`src/rtl/nand_share_arb_pkg.sv`:
```
// ---------------------------------------------------------------------------
// nand_arb_pkg
// Shared definitions for the NAND-sharing arbiter slice:
//   - state_t      : sequencer states (IDLE, EXEC, DONE)
//   - DEFAULT_N    : default requester count
//   - DEFAULT_WIDTH: default operand/result width
//   - rr_pick      : round-robin winner search, modulo n, for up to 8 requesters
// ---------------------------------------------------------------------------
package nand_arb_pkg;

  localparam int DEFAULT_N     = 4;
  localparam int DEFAULT_WIDTH = 16;
  localparam int MAX_N         = 8;

  typedef enum logic [1:0] {
    IDLE = 2'd0,
    EXEC = 2'd1,
    DONE = 2'd2
  } state_t;

  // Search starts one past the previous winner and wraps modulo n, so the
  // previous winner is the last candidate considered. Returns 'last' when no
  // request is pending; callers qualify the result with |req.
  function automatic logic [2:0] rr_pick(input logic [7:0] req,
                                         input logic [2:0] last,
                                         input logic [3:0] n);
    logic [2:0] win;
    logic       found;
    logic [3:0] idx;
    win   = last;
    found = 1'b0;
    for (int k = 1; k <= MAX_N; k++) begin
      // last < n and k <= n, so one conditional subtract is a full modulo.
      idx = {1'b0, last} + 4'(k);
      if (idx >= n) begin
        idx = idx - n;
      end else begin
        idx = idx;
      end
      if ((4'(k) <= n) && !found && req[idx[2:0]]) begin
        win   = idx[2:0];
        found = 1'b1;
      end else begin
        found = found;
      end
    end
    return win;
  endfunction

endpackage

```
`src/rtl/nand_share_arb_if.sv`:
```
// ---------------------------------------------------------------------------
// nand_share_arb_if
// Request/response bundle between N requesters and the shared NAND arbiter.
//   req_valid/req_a/req_b : per-requester operand handshake (slice i*WIDTH)
//   req_ready             : per-requester accept, at most one bit high
//   rsp_valid/rsp_id/rsp_data/rsp_ready : common tagged response channel
// Modports: master = requester/consumer side, slave = arbiter side.
// ---------------------------------------------------------------------------
interface nand_share_arb_if
  import nand_arb_pkg::*;
#(
  parameter int N     = DEFAULT_N,
  parameter int WIDTH = DEFAULT_WIDTH,
  parameter int IDW   = $clog2(N)
);

  logic [N-1:0]       req_valid;
  logic [N*WIDTH-1:0] req_a;
  logic [N*WIDTH-1:0] req_b;
  logic [N-1:0]       req_ready;
  logic               rsp_valid;
  logic [IDW-1:0]     rsp_id;
  logic [WIDTH-1:0]   rsp_data;
  logic               rsp_ready;

  modport master (
    output req_valid, req_a, req_b, rsp_ready,
    input  req_ready, rsp_valid, rsp_id, rsp_data
  );

  modport slave (
    input  req_valid, req_a, req_b, rsp_ready,
    output req_ready, rsp_valid, rsp_id, rsp_data
  );

endinterface

```
`src/rtl/nand_share_arb_nand_word.sv`:
```
// ---------------------------------------------------------------------------
// nand_word
// WIDTH-bit bitwise NAND built from single-bit NAND cells; this is the one
// shared evaluation unit behind the arbiter.
//   a, b : operands
//   y    : ~(a & b)
// nand_bit is the single-bit cell it is assembled from.
// ---------------------------------------------------------------------------
module nand_bit (
  input  logic a,
  input  logic b,
  output logic y
);
  assign y = ~(a & b);
endmodule

module nand_word #(
  parameter int WIDTH = 16
) (
  input  logic [WIDTH-1:0] a,
  input  logic [WIDTH-1:0] b,
  output logic [WIDTH-1:0] y
);

  for (genvar i = 0; i < WIDTH; i++) begin : g_bit
    nand_bit u_nand_bit (
      .a (a[i]),
      .b (b[i]),
      .y (y[i])
    );
  end

endmodule

```
`src/rtl/nand_share_arb.sv`:
```
// ---------------------------------------------------------------------------
// nand_share_arb
// Round-robin arbiter/sequencer sharing one WIDTH-bit NAND unit among N
// requesters. One operation in flight: accept (IDLE) -> evaluate (EXEC) ->
// present response (DONE) until consumed.
//   clk : rising-edge clock
//   rst : synchronous active-high reset, wins over every state
//   bus : nand_share_arb_if.slave (request handshakes + tagged response)
// req_ready is combinational from state, req_valid and last grant; all
// response outputs come straight from registers.
// ---------------------------------------------------------------------------
module nand_share_arb
  import nand_arb_pkg::*;
#(
  parameter int N     = DEFAULT_N,
  parameter int WIDTH = DEFAULT_WIDTH,
  parameter int IDW   = $clog2(N)
) (
  input  logic            clk,
  input  logic            rst,
  nand_share_arb_if.slave bus
);

  localparam logic [IDW-1:0] LAST_RST = IDW'(N - 1);

  state_t           state_r;
  logic [IDW-1:0]   last_grant_r;
  logic [IDW-1:0]   id_r;
  logic [WIDTH-1:0] op_a_r;
  logic [WIDTH-1:0] op_b_r;
  logic [WIDTH-1:0] rsp_data_r;
  logic             rsp_valid_r;

  logic [7:0]       req_pad_s;
  logic             any_req_s;
  logic [IDW-1:0]   winner_s;
  logic [N-1:0]     req_ready_s;
  logic [WIDTH-1:0] sel_a_s;
  logic [WIDTH-1:0] sel_b_s;
  logic [WIDTH-1:0] nand_y_s;

  // Round-robin winner and the winner's operand slices.
  always_comb begin
    req_pad_s = 8'(bus.req_valid);
    any_req_s = |bus.req_valid;
    winner_s  = IDW'(rr_pick(req_pad_s, 3'(last_grant_r), 4'(N)));
    sel_a_s   = bus.req_a[winner_s*WIDTH +: WIDTH];
    sel_b_s   = bus.req_b[winner_s*WIDTH +: WIDTH];
  end

  // Accept strobe: only in IDLE, only to the winner, never during reset.
  always_comb begin
    req_ready_s = {N{1'b0}};
    if (!rst && (state_r == IDLE) && any_req_s) begin
      req_ready_s[winner_s] = 1'b1;
    end else begin
      req_ready_s = {N{1'b0}};
    end
  end

  nand_word #(
    .WIDTH (WIDTH)
  ) u_nand_word (
    .a (op_a_r),
    .b (op_b_r),
    .y (nand_y_s)
  );

  // Sequencer: accept, evaluate, hold response until consumed.
  always_ff @(posedge clk) begin
    if (rst) begin
      state_r      <= IDLE;
      last_grant_r <= LAST_RST;
      id_r         <= {IDW{1'b0}};
      op_a_r       <= {WIDTH{1'b0}};
      op_b_r       <= {WIDTH{1'b0}};
      rsp_data_r   <= {WIDTH{1'b0}};
      rsp_valid_r  <= 1'b0;
    end else begin
      case (state_r)
        IDLE: begin
          if (any_req_s) begin
            op_a_r       <= sel_a_s;
            op_b_r       <= sel_b_s;
            id_r         <= winner_s;
            last_grant_r <= winner_s;
            state_r      <= EXEC;
          end else begin
            state_r      <= IDLE;
          end
        end
        EXEC: begin
          rsp_data_r  <= nand_y_s;
          rsp_valid_r <= 1'b1;
          state_r     <= DONE;
        end
        DONE: begin
          if (bus.rsp_ready) begin
            rsp_valid_r <= 1'b0;
            state_r     <= IDLE;
          end else begin
            state_r     <= DONE;
          end
        end
        default: begin
          rsp_valid_r <= 1'b0;
          state_r     <= IDLE;
        end
      endcase
    end
  end

  assign bus.req_ready = req_ready_s;
  assign bus.rsp_valid = rsp_valid_r;
  assign bus.rsp_id    = id_r;
  assign bus.rsp_data  = rsp_data_r;

endmodule

```
`src/flat_wrapper.sv`:
```
// flat-port wrapper written by rule: the top's interface ports become plain ports
module nand_share_arb_flat import nand_arb_pkg::*;
#(
  parameter int N     = DEFAULT_N,
  parameter int WIDTH = DEFAULT_WIDTH,
  parameter int IDW   = $clog2(N)
)
  (clk, rst, bus_req_valid, bus_req_a, bus_req_b, bus_rsp_ready, bus_req_ready, bus_rsp_valid, bus_rsp_id, bus_rsp_data);
  nand_share_arb_if #(.N(N), .WIDTH(WIDTH), .IDW(IDW)) bus_i ();
  input  logic clk;
  input  logic rst;
  input wire logic [$bits(bus_i.req_valid)-1:0] bus_req_valid;
  input wire logic [$bits(bus_i.req_a)-1:0] bus_req_a;
  input wire logic [$bits(bus_i.req_b)-1:0] bus_req_b;
  input wire logic [$bits(bus_i.rsp_ready)-1:0] bus_rsp_ready;
  output wire logic [$bits(bus_i.req_ready)-1:0] bus_req_ready;
  output wire logic [$bits(bus_i.rsp_valid)-1:0] bus_rsp_valid;
  output wire logic [$bits(bus_i.rsp_id)-1:0] bus_rsp_id;
  output wire logic [$bits(bus_i.rsp_data)-1:0] bus_rsp_data;
  assign bus_i.req_valid = bus_req_valid;
  assign bus_i.req_a = bus_req_a;
  assign bus_i.req_b = bus_req_b;
  assign bus_i.rsp_ready = bus_rsp_ready;
  assign bus_req_ready = bus_i.req_ready;
  assign bus_rsp_valid = bus_i.rsp_valid;
  assign bus_rsp_id = bus_i.rsp_id;
  assign bus_rsp_data = bus_i.rsp_data;
  nand_share_arb #(.N(N), .WIDTH(WIDTH), .IDW(IDW)) u_core (.clk(clk), .rst(rst), .bus(bus_i));
endmodule
```
`config.mk`:
```
export PLATFORM = sky130hd
export DESIGN_NAME = nand_share_arb_flat
export DESIGN_NICKNAME = d
export VERILOG_FILES = /design/src/rtl/nand_share_arb_pkg.sv /design/src/rtl/nand_share_arb_if.sv /design/src/rtl/nand_share_arb_nand_word.sv /design/src/rtl/nand_share_arb.sv /design/src/flat_wrapper.sv
export SDC_FILE = /design/constraint.sdc
export NUM_CORES = 1
export LEC_CHECK = 0
export ABC_AREA = 1
export CELL_PAD_IN_SITES_DETAIL_PLACEMENT = 0
export CELL_PAD_IN_SITES_GLOBAL_PLACEMENT = 2
export CORE_AREA = 2 2 130 132
export CTS_BUF_LIST = sky130_fd_sc_hd__clkbuf_4
export DETAILED_ROUTE_END_ITERATION = 16
export DIE_AREA = 0 0 132 134
export PLACE_DENSITY_LB_ADDON = 0.1
export SETUP_SLACK_MARGIN = 0.4
export SLEW_MARGIN = 20
export SYNTH_ARGS = -nofsm -noshare
export SYNTH_HDL_FRONTEND = slang
export SYNTH_SLANG_ARGS = --single-unit
```
`constraint.sdc`:
```
create_clock -name clk -period 7.3 [get_ports clk]
set_input_delay 2.19 -clock clk [delete_from_list [all_inputs] [get_ports clk]]
set_output_delay 2.19 -clock clk [all_outputs]
set_load 0.005 [all_outputs]
```
==> impl_results.md, run 1 <==
* Result of the run: finished clean
* Post-synthesis cell type count at 25
* Pwr dens at 484 nW/um^2
* Die boundary height at ~130 um
* Type of destination of the critical path: output port
* Average instance area after synthesis at slightly below 6 um^2
* Maximum number of pins on one net before global-route repair at roughly 70
* H-tree level count at 2
* Initial cell density of the core at 0.224
* CTS buffer count at 5
* Global router's overall resource usage at 0.151
* Final critical-path share of the clock period at 0.896
* Mux cell area share after synthesis at 0
* Fraction of layout instances using a drive strength above 1 at 0.0428
* Setup TNS at 0 ns
* Initial antenna violation count at 1
* Count of filler cells inserted in the layout at 1834
* Area share of and/or/nand/nor cells after synthesis at 0.503
* Post-synthesis register bit count at between 50 and 60
* Total Routed Length at about 13000 um
* Post-detail-place hpwl at ~10000 um
* DRC marker count from the first detailed-route iteration at 204
* Die footprint at ~18000 um^2
* P_leak at roughly 2.6 nW
* I/O pin total at between 150 and 200
* Global-route wire length before repair at about 22000 um
* Kind of path behind the tightest hold check: flip-flop to flip-flop
* Via count at about 4200
* Highest net fanout along the worst path at 34
* Post-CTS Setup Bufs at 0
* ANT nets after route at 0
* Setup Viol. Count Final at 0
* X dimension of the die at 132 um
* Sequential area share after synthesis at 0.301
* Number of max-slew violations in the final report at 0
* Start-to-end type of the worst setup path: input port to output port
* Min Clock Period, post-route at about 6.5 ns
* Worst-case vdd ir drop at roughly 0.00064 V
* Remaining global-route overflow at 0
* Mapped Area at between 3000 and 4000 um^2
* Core Area at ~16000 um^2
* Compound-cell area share of the yosys netlist at 0.0675
* Clock root buffer master: sky130_fd_sc_hd__clkbuf_4
* PostCTS Resize Cnt at 0
* DRC viols at 0
* Data required time at the worst endpoint at roughly 5.1 ns
* Area taken by flip-flops and latches at 1100 um^2
* Multi-input logic area at between 2000 and 2500 um^2
* Row count at 47
* Drt wl/cell at between 10 and 15 um
* Synth Area in Adders at 0.00342
* Clock tree from TritonCTS: done
* Final number of hold-violating endpoints at 0
* WP data arrival at around 4.4 ns
* Fmax at ~0.15 GHz
* Vias per inst at approximately 4.4
* Placed inst area at about 5300 um^2
* Number of sinks driven by the clock tree at 55
* Total of warnings raised by yosys at 0
* Instance count of the mapped netlist at 619
* Count of port buffers added during placement at between 150 and 200
* Final weighted congestion in routability-driven placement at 0.794
* CTS hold repair buffers at 0
* Largest family of logic cells by synthesized area: simple AND/OR/NAND/NOR gates
* Max Clock Skew at approximately 0.014 ns
* Final-stage net count at 883
* Setup repair after global routing missed its margin: false
* Clock latency at the later pin of the worst-skew pair at 0.37 ns
* Area delta synth->final at 47.3%
* Worst-case clock buffer depth at 2
* Slew at the pin closest to its max-slew limit at 0.717 ns
* First-pass DRT Iterations at 4
* Max-cap violations at 0
* Clock Pin Slew Worst Setup and Hold Paths at approximately 0.15 ns
* Critical path launch point type: input port
* Relative slew slack at 0.522
* Final Cell Area at about 5400 um^2
* Fraction of synthesized cell area in xor and xnor cells at 0
* Vias in the first global route at between 4000 and 5000
* Net Count, Synth at around 760
-- cell families (layout without fill, tap and decap cells) --
group | after synthesis | in the layout
adders and majority gates | 1 | 1
other | 0 | 1
buffers and inverters | 92 | 220
AOI/OAI and AO/OA | 42 | 42
DFF | 55 | 55
and+or+nand+nor | 429 | 429
-- path summary, 6_finish.rpt --
check	endpoint	cells past startpoint	slack (ns)	start
worst max-delay path	bus_req_ready[1]	12	0.76	bus_req_valid[0]
worst min-delay path	u_core.bus.rsp_data[14]$_SDFFE_PP0P_	1	0.44	u_core.op_a_r[14]$_SDFFE_PP0P_
worst max register to register	u_core.op_b_r[9]$_SDFFE_PP0P_	15	4.43	u_core.last_grant_r[0]$_SDFFE_PP1P_
worst min register to register	u_core.bus.rsp_data[14]$_SDFFE_PP0P_	1	0.44	u_core.op_a_r[14]$_SDFFE_PP0P_
-- registers in the layout (all words and copies together) (netlist names) --
name	cells
u_core.bus.rsp_data	16
u_core.bus.rsp_id	2
u_core.bus.rsp_valid	1
u_core.last_grant_r	2
u_core.op_a_r	16
u_core.op_b_r	16
u_core.state_r	2
-- cells in the final DEF (no fill, tap or decap), types with 6 or more instances in the layout --
master | netlist | layout
sky130_fd_sc_hd__o21ai_0 | 19 | 19
sky130_fd_sc_hd__nand2_1 | 211 | 210
sky130_fd_sc_hd__clkdlybuf4s50_1 | 0 | 157
sky130_fd_sc_hd__nor2_1 | 67 | 66
sky130_fd_sc_hd__a31oi_1 | 16 | 16
sky130_fd_sc_hd__buf_4 | 1 | 9
sky130_fd_sc_hd__inv_1 | 45 | 45
sky130_fd_sc_hd__clkbuf_4 | 0 | 6
sky130_fd_sc_hd__dfxtp_1 | 55 | 55
sky130_fd_sc_hd__nand3_1 | 134 | 134
sky130_fd_sc_hd__nand2_2 | 5 | 6
-- per-layer routing --
metal | wire [um] | track usage
met5 | 0 | 0
met4 | 136 | 0.0296
met3 | 650 | 0.0246
met2 | 5740 | 0.238
met1 | 6950 | 0.219
-- cell type report --
| cell class | count | share of cell area |
|---|---|---|
| clock buffers | 6 | 0.00837 |
| repair buffers | 166 | 0.305 |
| flip-flops and latches | 55 | 0.205 |
| well taps | 220 | 0.0512 |
| inverters | 47 | 0.0337 |
| multi-input cells | 472 | 0.391 |
| diodes | 1 | 0.000465 |
| clock inverters | 1 | 0.00558 |
-- synth_stat cells --
cell type                    n  area share
sky130_fd_sc_hd__ha_1        1      0.0034
sky130_fd_sc_hd__nand2_4     1      0.0031
sky130_fd_sc_hd__dfxtp_1    55        0.30
sky130_fd_sc_hd__nand2_1   211        0.22
sky130_fd_sc_hd__nor4_1      1      0.0017
sky130_fd_sc_hd__inv_6       1      0.0024
sky130_fd_sc_hd__nand3b_1    1      0.0021
sky130_fd_sc_hd__buf_6      11       0.034
sky130_fd_sc_hd__buf_1       2      0.0021
sky130_fd_sc_hd__o211ai_1    2      0.0041
sky130_fd_sc_hd__o21ai_0    19       0.026
sky130_fd_sc_hd__nor3_1      5      0.0068
sky130_fd_sc_hd__o21ai_4     1      0.0045
sky130_fd_sc_hd__a31oi_1    16       0.027
sky130_fd_sc_hd__buf_4       1      0.0021
sky130_fd_sc_hd__clkbuf_1   15       0.015
sky130_fd_sc_hd__nand3_2     3      0.0082
sky130_fd_sc_hd__inv_1      45       0.046
sky130_fd_sc_hd__inv_2       1      0.0010
sky130_fd_sc_hd__nand2_2     5      0.0086
sky130_fd_sc_hd__nor2_4      1      0.0031
sky130_fd_sc_hd__a21oi_1     4      0.0055
sky130_fd_sc_hd__nor2_1     67       0.069
sky130_fd_sc_hd__nand3_1   134        0.18
sky130_fd_sc_hd__buf_2      16       0.022
-- through the flow --
step	instances	hold slack, ns	util	power [mW]	setup slack, ns
after floorplan	619	0.415	-	2.03	1.79
after global placement	960	0.429	0.325	2.47	0.778
after detailed placement	960	0.430	0.325	2.48	0.744
after CTS	967	0.441	0.330	2.66	0.732
after global routing	968	0.465	0.330	2.95	0.547
final	968	0.439	0.330	2.60	0.759
-- worst max-delay path: stages --
cell and delay, ns:
sky130_fd_sc_hd__clkdlybuf4s50_1 0.42, sky130_fd_sc_hd__inv_1 0.09, sky130_fd_sc_hd__nand2_1 0.08, sky130_fd_sc_hd__nand3_2 0.13, sky130_fd_sc_hd__nand2_2 0.08, sky130_fd_sc_hd__nor2_4 0.15
sky130_fd_sc_hd__nand2_4 0.09, sky130_fd_sc_hd__nand2_2 0.08, sky130_fd_sc_hd__nand2_2 0.05, sky130_fd_sc_hd__buf_4 0.23, sky130_fd_sc_hd__nor3_1 0.22, sky130_fd_sc_hd__clkdlybuf4s50_1 0.53
-- power breakdown --
part | internal, mW | total (mW) | switching [mW]
clock | 0.0745 | 0.167 | 0.0927
sequential | 0.392 | 0.448 | 0.0554
combinational | 0.648 | 1.99 | 1.34
total | 1.11 | 2.60 | 1.49
Note: power is estimated with default switching activity, not from simulation.
==> run 2: changes to the inputs <==
--- a/config.mk
+++ b/config.mk
@@ -10,9 +10,10 @@
 export CELL_PAD_IN_SITES_GLOBAL_PLACEMENT = 2
 export CORE_AREA = 2 2 130 132
 export CTS_BUF_LIST = sky130_fd_sc_hd__clkbuf_4
+export CTS_CLUSTER_DIAMETER = 80
 export DETAILED_ROUTE_END_ITERATION = 16
 export DIE_AREA = 0 0 132 134
-export PLACE_DENSITY_LB_ADDON = 0.1
+export PLACE_DENSITY = 0.85
 export SETUP_SLACK_MARGIN = 0.4
 export SLEW_MARGIN = 20
 export SYNTH_ARGS = -nofsm -noshare
==> impl_results.md, run 2 (synthesis results as in run 1) <==
* Relative slew slack at 0.508
* Highest net fanout along the worst path at 34
* Number of sinks driven by the clock tree at 55
* Number of max-slew violations in the final report at 0
* Total design power at roughly 2.6 mW
* Max-cap violations at 0
* Core Area at about 16000 um^2
* P_leak at approximately 2.6 nW
* Critical path launch point type: input port
* Remaining global-route overflow at 0
* Initial antenna violation count at 0
* Vias in the first global route at 4158
* Multi-input logic area at between 2000 and 2500 um^2
* Via count at between 4000 and 5000
* Vias per inst at around 4.5
* Clock Pin Slew Worst Setup and Hold Paths at roughly 0.16 ns
* Final number of hold-violating endpoints at 0
* Clock root buffer master: sky130_fd_sc_hd__clkbuf_4
* Clock latency at the later pin of the worst-skew pair at ~0.37 ns
* Final critical-path share of the clock period at 0.903
* Count of filler cells inserted in the layout at approximately 1800
* WP data arrival at approximately 4.4 ns
* Post-CTS Setup Bufs at 0
* Die boundary height at about 130 um
* Maximum number of pins on one net before global-route repair at 69
* Setup TNS at 0 ns
* Global-route wire length before repair at roughly 22000 um
* Worst-case vdd ir drop at around 0.00034 V
* Final-stage net count at approximately 880
* Setup repair after global routing missed its margin: false
* ANT nets after route at 0
* Area taken by flip-flops and latches at 1100 um^2
* Chain of cells forming the critical path: clkdlybuf4s50_1 -> inv_1 -> nand2_1 -> nand3_2 -> nand2_2 -> nor2_4 -> nand2_4 -> nand2_2 -> nand2_2 -> buf_4 -> nor3_1 -> clkdlybuf4s50_1
* Count of port buffers added during placement at between 150 and 200
* Fmax at approximately 0.15 GHz
* First-pass DRT Iterations at 5
* Row count at 47
* Slowest cell on crit path: sky130_fd_sc_hd__clkdlybuf4s50_1
* Worst-case clock buffer depth at 2
* Die footprint at ~18000 um^2
* Data required time at the worst endpoint at ~5.1 ns
* Peak per-stage delay on the critical path at about 0.54 ns
* Start-to-end type of the worst setup path: input port to output port
* CTS hold repair buffers at 0
* Clock tree from TritonCTS: done
* Top library cells by usage in the layout, fill and taps aside: 210 x sky130_fd_sc_hd__nand2_1, 157 x sky130_fd_sc_hd__clkdlybuf4s50_1, 133 x sky130_fd_sc_hd__nand3_1, 66 x sky130_fd_sc_hd__nor2_1, 55 x sky130_fd_sc_hd__dfxtp_1
* Type of destination of the critical path: output port
* H-tree level count at 2
* Total Routed Length at roughly 14000 um
* Initial cell density of the core at 0.224
* Slew at the pin closest to its max-slew limit at between 0.7 and 0.8 ns
* CTS buffer count at 5
* Drt wl/cell at 14.4 um
* Setup Viol. Count Final at 0
* I/O pin total at 158
* Result of the run: finished clean
* Core occupancy in the finished layout at 0.330
* DRC marker count from the first detailed-route iteration at 250
* Global router's overall resource usage at 0.154
* Most common cell on crit path: sky130_fd_sc_hd__nand2_2
* PostCTS Resize Cnt at 0
* Max Clock Skew at roughly 0.016 ns
* Area delta synth->final at 47.1%
* Most frequent standard cell in the layout excluding fill and tap cells: sky130_fd_sc_hd__nand2_1
* N_diodes at 0
* Min Clock Period, post-route at around 6.6 ns
* Pwr dens at between 400 and 500 nW/um^2
* X dimension of the die at between 100 and 150 um
* Post-detail-place hpwl at roughly 11000 um
* Final weighted congestion in routability-driven placement at around 0.78
* Fraction of layout instances using a drive strength above 1 at 0.0429
* Kind of path behind the tightest hold check: flip-flop to flip-flop
* DRC viols at 0
[run 2: through the flow]
stage	setup WS [ns]	std cells	cell area [um^2]	hold slack [ns]
global route	0.545	966	5380	0.455
global placement	0.779	959	5290	0.428
floorplan	1.79	619	3650	0.415
detailed placement	0.708	959	5300	0.435
CTS	0.705	966	5370	0.433
finish	0.706	966	5380	0.434
[run 2: final cells by class]
| type | instances | area share |
|---|---|---|
| clock buffer | 5 | 0.00698 |
| clock inverter | 2 | 0.00698 |
| inverter | 47 | 0.0338 |
| multi-input combinational | 472 | 0.393 |
| sequential | 55 | 0.205 |
| tap | 220 | 0.0512 |
| timing repair buffer | 165 | 0.304 |
[run 2: power breakdown]
part	total [mW]	switching, mW	internal (mW)
logic	2.00	1.35	0.647
registers	0.455	0.0628	0.392
clock network	0.166	0.0952	0.0704
total	2.62	1.51	1.11
[run 2: path summary, 6_finish.rpt]
check | from | to | slack (ns) | depth (start not counted)
hold / removal | u_core.op_a_r[2]$_SDFFE_PP0P_ | u_core.bus.rsp_data[2]$_SDFFE_PP0P_ | 0.43 | 1
setup reg to reg | u_core.last_grant_r[0]$_SDFFE_PP1P_ | u_core.op_b_r[7]$_SDFFE_PP0P_ | 4.37 | 13
hold reg to reg | u_core.op_a_r[2]$_SDFFE_PP0P_ | u_core.bus.rsp_data[2]$_SDFFE_PP0P_ | 0.43 | 1
setup / recovery | bus_req_valid[0] | bus_req_ready[1] | 0.71 | 12
[run 2: layer usage]
layer	GRT usage	wire, um	vias up
met5	0	0	-
met4	0.0314	143	0
met3	0.0215	731	9
met2	0.258	6410	135
met1	0.212	6590	1968
li1	-	-	2233
[run 2: worst max-delay path: cells and delay by family]
family	cells	cell delay [ns]
buffers and inverters	4	1.32
and+or+nand+nor	8	0.90
==> run 3: changes to the inputs <==
--- a/config.mk
+++ b/config.mk
@@ -8,12 +8,12 @@
 export ABC_AREA = 1
 export CELL_PAD_IN_SITES_DETAIL_PLACEMENT = 0
 export CELL_PAD_IN_SITES_GLOBAL_PLACEMENT = 2
-export CORE_AREA = 2 2 130 132
+export CORE_AREA = 2 2 135 137
 export CTS_BUF_LIST = sky130_fd_sc_hd__clkbuf_4
 export CTS_CLUSTER_DIAMETER = 80
 export DETAILED_ROUTE_END_ITERATION = 16
-export DIE_AREA = 0 0 132 134
-export PLACE_DENSITY = 0.85
+export DIE_AREA = 0 0 137 139
+export PLACE_DENSITY = 0.81
 export SETUP_SLACK_MARGIN = 0.4
 export SLEW_MARGIN = 20
 export SYNTH_ARGS = -nofsm -noshare
==> constraint.sdc (replaced) <==
create_clock -name clk -period 7.1 [get_ports clk]
set_input_delay 1.42 -clock clk [delete_from_list [all_inputs] [get_ports clk]]
set_output_delay 1.42 -clock clk [all_outputs]
set_load 0.005 [all_outputs]
==> impl_results.md, run 3 (synthesis results as in run 1) <==
* Peak per-stage delay on the critical path at 0.54 ns
* Clock latency at the later pin of the worst-skew pair at 0.38 ns
* Final critical-path share of the clock period at 0.775
* Top library cells by usage in the layout, fill and taps aside: 210 x sky130_fd_sc_hd__nand2_1, 157 x sky130_fd_sc_hd__clkdlybuf4s50_1, 134 x sky130_fd_sc_hd__nand3_1, 66 x sky130_fd_sc_hd__nor2_1, 55 x sky130_fd_sc_hd__dfxtp_1
* Global router's overall resource usage at 0.147
* Final number of hold-violating endpoints at 0
* Critical register-to-register path endpoint: u_core.op_b_r[12]$_SDFFE_PP0P_
* Final-stage net count at 881
* Setup slack after layout at between 1.5 and 2 ns
* Start of the worst register-to-register path: u_core.last_grant_r[0]$_SDFFE_PP1P_
* Worst-case vdd ir drop at between 0.0003 and 0.0004 V
* Slew at the pin closest to its max-slew limit at between 0.7 and 0.8 ns
* Max-cap violations at 0
* DRC viols at 0
* Total design power at between 2 and 3 mW
* Multi-input logic area at 2110 um^2
* CTS buffer count at 5
* Area taken by flip-flops and latches at between 1000 and 1500 um^2
* Placed inst area at approximately 5300 um^2
* Via count at 4186
* Number of max-slew violations in the final report at 0
* Depth of the worst register-to-register path at 15
* Most common cell on crit path: sky130_fd_sc_hd__clkdlybuf4s50_1
* Kind of path behind the tightest hold check: flip-flop to flip-flop
* Highest net fanout along the worst path at 36
* Startpoint of the worst setup timing path: bus_req_valid[0]
* Global-route wire length before repair at 22100 um
* Die footprint at approximately 19000 um^2
* Clock root buffer master: sky130_fd_sc_hd__clkbuf_4
* Start-to-end type of the worst setup path: input port to output port
* Clock Pin Slew Worst Setup and Hold Paths at between 0.1 and 0.15 ns
* Critical path launch point type: input port
* First-pass DRT Iterations at 4
* CTS hold repair buffers at 0
* Setup repair after global routing missed its margin: false
* Final weighted congestion in routability-driven placement at 0.770
* Slowest cell on crit path: sky130_fd_sc_hd__clkdlybuf4s50_1
* Min Clock Period, post-route at roughly 5.5 ns
* Data required time at the worst endpoint at between 5 and 6 ns
* Critical Path Sink: bus_req_ready[2]
* Count of filler cells inserted in the layout at 1982
* I/O pin total at between 150 and 200
* Type of destination of the critical path: output port
* Maximum number of pins on one net before global-route repair at 69
* R2r setup slk at around 4.1 ns
* Vias in the first global route at between 4000 and 5000
* X dimension of the die at 137 um
* Max Clock Skew at around 0.014 ns
* Clock tree from TritonCTS: done
* Post-detail-place hpwl at 10600 um
* Number of cells on the critical path at 12
* Remaining global-route overflow at 0
* Initial antenna violation count at 1
* Sum of buffers and inverters on the critical path at 5
* Worst Hold Depth at 1
* Setup TNS at 0 ns
* P_leak at roughly 2.6 nW
* Drt wl/cell at ~14 um
* PostCTS Resize Cnt at 0
* Chain of cells forming the critical path: clkdlybuf4s50_1 -> inv_1 -> nand2_1 -> nand3_2 -> nand2_2 -> nor2_4 -> nand2_4 -> o21ai_4 -> buf_4 -> inv_2 -> nor3_1 -> clkdlybuf4s50_1
* H-tree level count at 2
* Most frequent standard cell in the layout excluding fill and tap cells: sky130_fd_sc_hd__nand2_1
* Post-CTS Setup Bufs at 0
* CP delay by family, top: buffers and inverters
* Initial cell density of the core at 0.207
* Row count at between 40 and 50
* Worst-case clock buffer depth at 2
* Fraction of layout instances using a drive strength above 1 at 0.0403
* Total Routed Length at between 10000 and 15000 um
* Result of the run: finished clean
* Count of port buffers added during placement at 157
* ANT nets after route at 0
* Fmax at approximately 0.18 GHz
* Area delta synth->final at 47.2%
* Setup Viol. Count Final at 0
* Pwr dens at 498 nW/um^2
* Vias per inst at 4.29
* Number of sinks driven by the clock tree at 55
* Final Cell Area at 5380 um^2
* Pre-CTS worst setup slack at 1.56 ns
* Relative slew slack at 0.525
* DRC marker count from the first detailed-route iteration at 324
* WP data arrival at 4.09 ns
* Die boundary height at about 140 um
* Core Area at around 18000 um^2
## run 3: cell type report
cell class | count | area share
timing repair buffer | 164 | 0.302
clock buffer | 5 | 0.00698
sequential | 55 | 0.205
clock inverter | 2 | 0.00698
tap | 229 | 0.0533
multi-input combinational | 472 | 0.392
antenna | 1 | 0.000465
inverter | 47 | 0.0337
## run 3: per-stage QoR
stage / hold slack, ns / std cells / util
after floorplan: 0.415 / 619 / -
after global placement: 0.430 / 967 / 0.300
after detailed placement: 0.430 / 967 / 0.300
after CTS: 0.451 / 974 / 0.304
after global routing: 0.474 / 975 / 0.304
final: 0.451 / 975 / 0.304
## run 3: metal layers
layer	GRT usage	vias to the layer above	share of wire
li1	-	2231	-
met3	0.0256	5	0.050
met4	0.0212	0	0.0065
met2	0.230	102	0.46
met5	0	-	0
met1	0.214	1848	0.49
## run 3: worst min-delay path by stage
| stage | start | to | slack [ns] |
|---|---|---|---|
| 6_report | u_core.op_a_r[10]$_SDFFE_PP0P_ | u_core.bus.rsp_data[10]$_SDFFE_PP0P_ | 0.45 |
| 5_1_grt | u_core.op_a_r[5]$_SDFFE_PP0P_ | u_core.bus.rsp_data[5]$_SDFFE_PP0P_ | 0.47 |
| 4_1_cts | u_core.op_a_r[14]$_SDFFE_PP0P_ | u_core.bus.rsp_data[14]$_SDFFE_PP0P_ | 0.45 |
| 3_5_place_dp | u_core.op_a_r[14]$_SDFFE_PP0P_ | u_core.bus.rsp_data[14]$_SDFFE_PP0P_ | 0.43 |
| 3_3_place_gp | u_core.op_a_r[8]$_SDFFE_PP0P_ | u_core.bus.rsp_data[8]$_SDFFE_PP0P_ | 0.43 |
| 2_1_floorplan | u_core.op_a_r[10]$_SDFFE_PP0P_ | u_core.bus.rsp_data[10]$_SDFFE_PP0P_ | 0.42 |
## run 3: worst reg2reg max path, cell delays in order, from the launching register on
cell	delay (ns)
sky130_fd_sc_hd__dfxtp_1	0.60
sky130_fd_sc_hd__inv_6	0.09
sky130_fd_sc_hd__ha_1	0.35
sky130_fd_sc_hd__inv_1	0.12
sky130_fd_sc_hd__nand3_2	0.11
sky130_fd_sc_hd__nand2_2	0.07
sky130_fd_sc_hd__nor2_4	0.16
sky130_fd_sc_hd__nand2_4	0.09
sky130_fd_sc_hd__nand2_1	0.11
sky130_fd_sc_hd__o21ai_4	0.06
sky130_fd_sc_hd__buf_4	0.24
sky130_fd_sc_hd__inv_2	0.50
sky130_fd_sc_hd__nand2_1	0.18
sky130_fd_sc_hd__nand3_1	0.17
sky130_fd_sc_hd__nand2_1	0.07
sky130_fd_sc_hd__inv_1	0.05
## run 3: where the power goes
group	internal (mW)	switching [mW]	leakage, nW	total [mW]
clock network	0.0724	0.0981	0.0373	0.171
logic	0.648	1.39	2.11	2.04
registers	0.403	0.0614	0.457	0.465
